`src/rtl/safety_island_pkg.sv`:
```
// Shared types and constants for the safety island data-side responder.
// The response meta record travels alongside each granted transfer.
package safety_island_pkg;

    typedef struct packed {
        logic valid;
        logic err;
        logic we;
    } resp_meta_t;

    localparam logic [31:0] DataRespErrVal = 32'hBADCAB1E;

endpackage

```
`src/rtl/safety_resp_pipe.sv`:
```
// Fixed-depth shift register of response meta records.
// Exactly one push and one pop per cycle, so the pipe cannot overflow.
module safety_resp_pipe
    import safety_island_pkg::*;
#(
    parameter int unsigned Depth = 1
) (
    input  logic       clk_i,
    input  logic       rst_i,
    input  resp_meta_t push_i,
    output resp_meta_t pop_o
);

    resp_meta_t [Depth-1:0] meta_pipe;

    always_ff @(posedge clk_i or posedge rst_i) begin
        if (rst_i) begin
            meta_pipe <= '0;
        end else begin
            meta_pipe[0] <= push_i;
            for (int i = 1; i < Depth; i++) begin
                meta_pipe[i] <= meta_pipe[i-1];
            end
        end
    end

    assign pop_o = meta_pipe[Depth-1];

endmodule

```
`src/rtl/safety_data_mem_responder.sv`:
```
// OBI-style responder between the safety core data port and its word-wide SRAM.
// Out-of-window accesses are answered locally with an error and logged.
module safety_data_mem_responder
    import safety_island_pkg::*;
#(
    parameter logic [31:0] BaseAddr    = 32'h0000_0000,
    parameter int unsigned NumWords    = 4096,
    parameter int unsigned ReadLatency = 1,
    parameter int unsigned ErrCntWidth = 8,
    localparam int unsigned AddrWidth  = $clog2(NumWords)
) (
    input  logic                   clk_i,
    input  logic                   rst_i,
    input  logic                   req_i,
    output logic                   gnt_o,
    input  logic                   we_i,
    input  logic [3:0]             be_i,
    input  logic [31:0]            addr_i,
    input  logic [31:0]            wdata_i,
    output logic                   rvalid_o,
    output logic [31:0]            rdata_o,
    output logic                   err_o,
    output logic                   mem_req_o,
    input  logic                   mem_gnt_i,
    output logic                   mem_we_o,
    output logic [3:0]             mem_be_o,
    output logic [AddrWidth-1:0]   mem_addr_o,
    output logic [31:0]            mem_wdata_o,
    input  logic [31:0]            mem_rdata_i,
    output logic [31:0]            err_addr_o,
    output logic [ErrCntWidth-1:0] err_cnt_o,
    input  logic                   err_clear_i
);

    logic [32:0]    addr_ext;
    logic [32:0]    win_lo;
    logic [32:0]    win_hi;
    logic           hit;
    logic [31:0]    word_off;
    logic           unused_off;
    logic           miss_gnt;
    resp_meta_t     push_meta;
    resp_meta_t     resp_meta;

    // 33-bit compare so a window ending at 4 GiB does not wrap
    assign addr_ext = {1'b0, addr_i};
    assign win_lo   = {1'b0, BaseAddr};
    assign win_hi   = win_lo + (33'(NumWords) << 2);
    assign hit      = (addr_ext >= win_lo) && (addr_ext < win_hi);

    assign mem_req_o = req_i && hit;
    assign gnt_o     = req_i && (hit ? mem_gnt_i : 1'b1);
    assign miss_gnt  = req_i && !hit;

    // SRAM side is quiet when no access is requested
    assign word_off    = addr_i - BaseAddr;
    assign mem_addr_o  = mem_req_o ? word_off[AddrWidth+1:2] : '0;
    assign mem_we_o    = mem_req_o & we_i;
    assign mem_be_o    = mem_req_o ? be_i : '0;
    assign mem_wdata_o = mem_req_o ? wdata_i : '0;
    assign unused_off  = ^{word_off[31:AddrWidth+2], word_off[1:0]};

    always_comb begin
        push_meta = '0;
        if (gnt_o) begin
            push_meta.valid = 1'b1;
            push_meta.err   = !hit;
            push_meta.we    = we_i;
        end
    end

    safety_resp_pipe #(
        .Depth (ReadLatency)
    ) u_resp_pipe (
        .clk_i  (clk_i),
        .rst_i  (rst_i),
        .push_i (push_meta),
        .pop_o  (resp_meta)
    );

    assign rvalid_o = resp_meta.valid;
    assign err_o    = resp_meta.valid & resp_meta.err;

    always_comb begin
        rdata_o = '0;
        if (resp_meta.valid) begin
            if (resp_meta.err) begin
                rdata_o = DataRespErrVal;
            end else if (!resp_meta.we) begin
                rdata_o = mem_rdata_i;
            end
        end
    end

    logic                   err_lock_q;
    logic [ErrCntWidth-1:0] err_cnt_q;
    logic [31:0]            err_addr_q;

    // A clear coinciding with a miss restarts the log at that miss
    always_ff @(posedge clk_i or posedge rst_i) begin
        if (rst_i) begin
            err_lock_q <= 1'b0;
            err_cnt_q  <= '0;
            err_addr_q <= '0;
        end else if (miss_gnt) begin
            if (err_clear_i) begin
                err_cnt_q <= ErrCntWidth'(1);
            end else if (err_cnt_q != '1) begin
                err_cnt_q <= err_cnt_q + ErrCntWidth'(1);
            end
            if (err_clear_i || !err_lock_q) begin
                err_addr_q <= addr_i;
            end
            err_lock_q <= 1'b1;
        end else if (err_clear_i) begin
            err_cnt_q  <= '0;
            err_lock_q <= 1'b0;
        end
    end

    assign err_cnt_o  = err_cnt_q;
    assign err_addr_o = err_addr_q;

endmodule
```
`config.mk`:
```
export PLATFORM = sky130hd
export DESIGN_NAME = safety_data_mem_responder
export DESIGN_NICKNAME = d
export VERILOG_FILES = /design/src/rtl/safety_island_pkg.sv /design/src/rtl/safety_resp_pipe.sv /design/src/rtl/safety_data_mem_responder.sv
export SDC_FILE = /design/constraint.sdc
export NUM_CORES = 1
export LEC_CHECK = 0
export ABC_AREA = 1
export CAP_MARGIN = 20
export CELL_PAD_IN_SITES_DETAIL_PLACEMENT = 1
export CELL_PAD_IN_SITES_GLOBAL_PLACEMENT = 2
export CORE_AREA = 2 2 157 128
export CTS_BUF_LIST = sky130_fd_sc_hd__clkbuf_16
export DETAILED_ROUTE_END_ITERATION = 16
export DIE_AREA = 0 0 159 130
export GPL_TIMING_DRIVEN = 1
export PLACE_DENSITY_LB_ADDON = 0.12
export SYNTH_ARGS = -nofsm -noshare
export SYNTH_HDL_FRONTEND = slang
export SYNTH_SLANG_ARGS = --single-unit
```
`constraint.sdc`:
```
create_clock -name clk_i -period 2.4 [get_ports clk_i]
set_input_delay 0.72 -clock clk_i [delete_from_list [all_inputs] [get_ports clk_i]]
set_output_delay 0.72 -clock clk_i [all_outputs]
set_load 0.02 [all_outputs]
```
==> out/qor.txt <==
Mapped Area: 2620 sq um
Slew margin rel.: 0.815
Final WL: 12,100 microns
Worst clock skew: 0.00281 ns
Crit path arrival time: 1.89 ns
Clock Sinks: 44
Max Cap Viol: 0
Post-synth top area cell: dfrtp_1
Post-Synth Simple-Gate Area: 0.324
Crit Path Max Fanout: 7
Remaining antenna violation count: 0
Failing checks: setup timing
All-Layer GR Usage: 0.115
Lkg Pwr: 3.06 nW
Pwr/cell area: 402 nW/um^2
Gpl congestion: 0.747
Multiplexer share of the synthesized area: 0
Largest family of logic cells by synthesized area: simple AND/OR/NAND/NOR gates
Mapped Cells: 407
Inserted Diodes: 0
Fin. max-slew vios: 0
Number of CTS-inserted buffers: 5
Nature of the critical path startpoint: input pin
H-tree levels: 2
Residual DRC: 0
Drt first pass iters: 4
Most used DFF post-synth: dfrtp_1
Core ar.: 19,300 sq um
Crit path capture type: output port
Fraction of final layout cells sized beyond drive strength 1: 0.299
Fmax: 383 MHz
WP data required: 1.68 ns
Adder-Cell Fraction of Synth Area: 0.00477
Root buf cell: clkbuf_16
Synth warn: 0
RSZ-0062 raised after global routing: true
Synth Area in XOR/XNOR: 0.00668
Pwr Total: 0.00251 W
Boundary Pins: 231
Setup slack after layout: -0.210 ns
Setup violations, final: 50
Placed cell areas: 5480 sq um
FFs w/ async S/R, synth: 1.00
Antenna violations before repair: 0
Hold Violations, Final: 0
CTS tree: built
Setup Crit Path Kind: input pin to output port
Via count: 3,390
Sequential area share after synthesis: 0.420
Count of unique library cells instantiated by Yosys: 23
First-pass GRT wire length: 18,900 microns
Post-synth EDFFs: 0
Final Cell Area: 6260 sq um
Vias in the first global route: 3,589
Yosys reg bits: 44
Minimum clock period: 2.61 ns
Largest net degree at the start of global routing: 45
Synth area leaders: dfrtp_1 42%, nand2_1 15%, inv_1 13%
Peak VDD IR: 0.237 mV
DR WL/cell: 12.9 microns
Clk_lat worst skew: 0.29 ns
WHS: 0.490 ns
Hold Path Class: register to register
Share of the synthesized area in the top cell type: 0.420
Initial Util: 0.136
GRT Residual Overflow: 0
PortBufs: 230
Tightest Pin Transition: 0.277 ns
Die W: 159 microns
Synth Area in Compound Gates: 0.0691
Hpwl dp: 9190 microns
Commonest cells post-synth: 106 x nand2_1, 93 x inv_1, 84 x nor2_1
Outcome: complete, but fails checks
Cell Rows: 46
Longest Clk Path Bufs: 2
DIE HEIGHT: 130 microns
Die area: 20,700 sq um
Routed vias/inst: 3.62
# nets final: 778
Most frequent cell after synthesis: nand2_1
Clock transition at the registers of the reported paths: 0.06 ns
Synth Net Count: 514
Final period utilization: 1.09
Initial DRC Count: 112
Synthesis-to-layout area growth: 139%
Avg Cell Area, Syn: 6.45 sq um
## layer usage
| metal | vias up | track usage | share of wire |
|---|---|---|---|
| met4 | 0 | 0.0225 | 0.0073 |
| met1 | 1512 | 0.133 | 0.42 |
| li1 | 1709 | - | - |
| met5 | - | 0 | 0 |
| met2 | 161 | 0.186 | 0.44 |
| met3 | 8 | 0.0648 | 0.13 |
## flip-flops by register name, summed over array words and instances (netlist names)
register,count
err_addr_o,32
u_resp_pipe.pop_o,3
err_cnt_o,8
err_lock_q,1
## power breakdown
part	leakage, nW	switching (W)	internal (W)
Clock	0.0814	0.000311	0.000490
Sequential	0.549	0.0000461	0.000820
Combinational	2.43	0.000425	0.000422
## final timing paths
check / from / to / slack (ns) / cells after the start
min in group asynchronous: rst_i / u_resp_pipe.pop_o[0]$_DFF_PP0_ / 0.78 / 3
worst max-delay path: addr_i[31] / mem_wdata_o[29] / -0.21 / 9
worst max register to register: err_cnt_o[0]$_DFFE_PP0P_ / err_cnt_o[6]$_DFFE_PP0P_ / 0.87 / 8
worst min-delay path: err_addr_o[8]$_DFFE_PP0P_ / err_addr_o[8]$_DFFE_PP0P_ / 0.49 / 2
worst min register to register: err_addr_o[8]$_DFFE_PP0P_ / err_addr_o[8]$_DFFE_PP0P_ / 0.49 / 2
max in group asynchronous: rst_i / err_addr_o[8]$_DFFE_PP0P_ / 1.39 / 3
## cell usage in the layout (no fill, tap or decap)
cell type          n
a21oi_1            1
buf_12             8
buf_16             2
buf_2             10
buf_4             33
buf_6             60
bufinv_16          1
clkbuf_16          6
clkbuf_2           4
clkdlybuf4s15_1    7
clkdlybuf4s50_1  127
clkinv_1           1
clkinv_4           1
dfrtp_1           44
dlygate4sd2_1     22
dlymetal6s2s_1     1
ha_1               1
inv_1             87
inv_2              6
inv_4              1
nand2_1          102
nand2_2            5
nand3_1           13
nand3_2            2
nand3_4            4
nand4_1            1
nor2_1            27
nor2_2             4
nor2_4            54
nor3_1             1
o2111ai_1          1
o21ai_1           32
o21bai_1           1
xnor2_1            1
xor2_1             1
## final cells by class
| class | instances | area, sq um |
|---|---|---|
| timing repair buffer | 275 | 2780 |
| multi-input combinational | 251 | 1530 |
| clock inverter | 3 | 42.5 |
| clock buffer | 5 | 125 |
| tap | 264 | 330 |
| sequential | 44 | 1100 |
| fill | 2327 | 13100 |
| inverter | 94 | 355 |
## stage by stage
step                      instances  setup WS, ns   util  TNS, ns
after floorplan                 407        0.0114      -        0
after global placement          916         -1.13  0.283   -65.46
after detailed placement        916         -1.15  0.283   -66.80
after CTS                       933        -0.258  0.314    -8.92
after global routing            936        -0.280  0.324   -10.03
final                           936        -0.210  0.324    -6.59
## what timing repair did
| action | 4_1_cts | 5_1_grt |
|---|---|---|
| gates cloned | 3 | 1 |
| hold buffers | 0 | 0 |
| buffers inserted | 6 | 4 |
| gates resized for setup | 506 | 62 |
| endpoints found under the setup margin | 83 | 64 |
| pin swaps | 7 | 6 |
## cells by family (layout without fill, tap and decap cells)
family          count (synthesis)  in the layout
simple gates                  213            213
buf+inv                       112            377
flops                          44             44
compound gates                 35             35
xor+xnor                        2              2
fa+ha+maj                       1              1
## worst max-delay path: stages
cell       delay (ns)
buf_6            0.10
nor2_4           0.11
nand3_4          0.08
nor2_4           0.15
nand3_4          0.14
buf_12           0.17
clkbuf_16        0.18
nor2_4           0.11
buf_6            0.12
No activity file was read; power rests on OpenSTA's default activity.
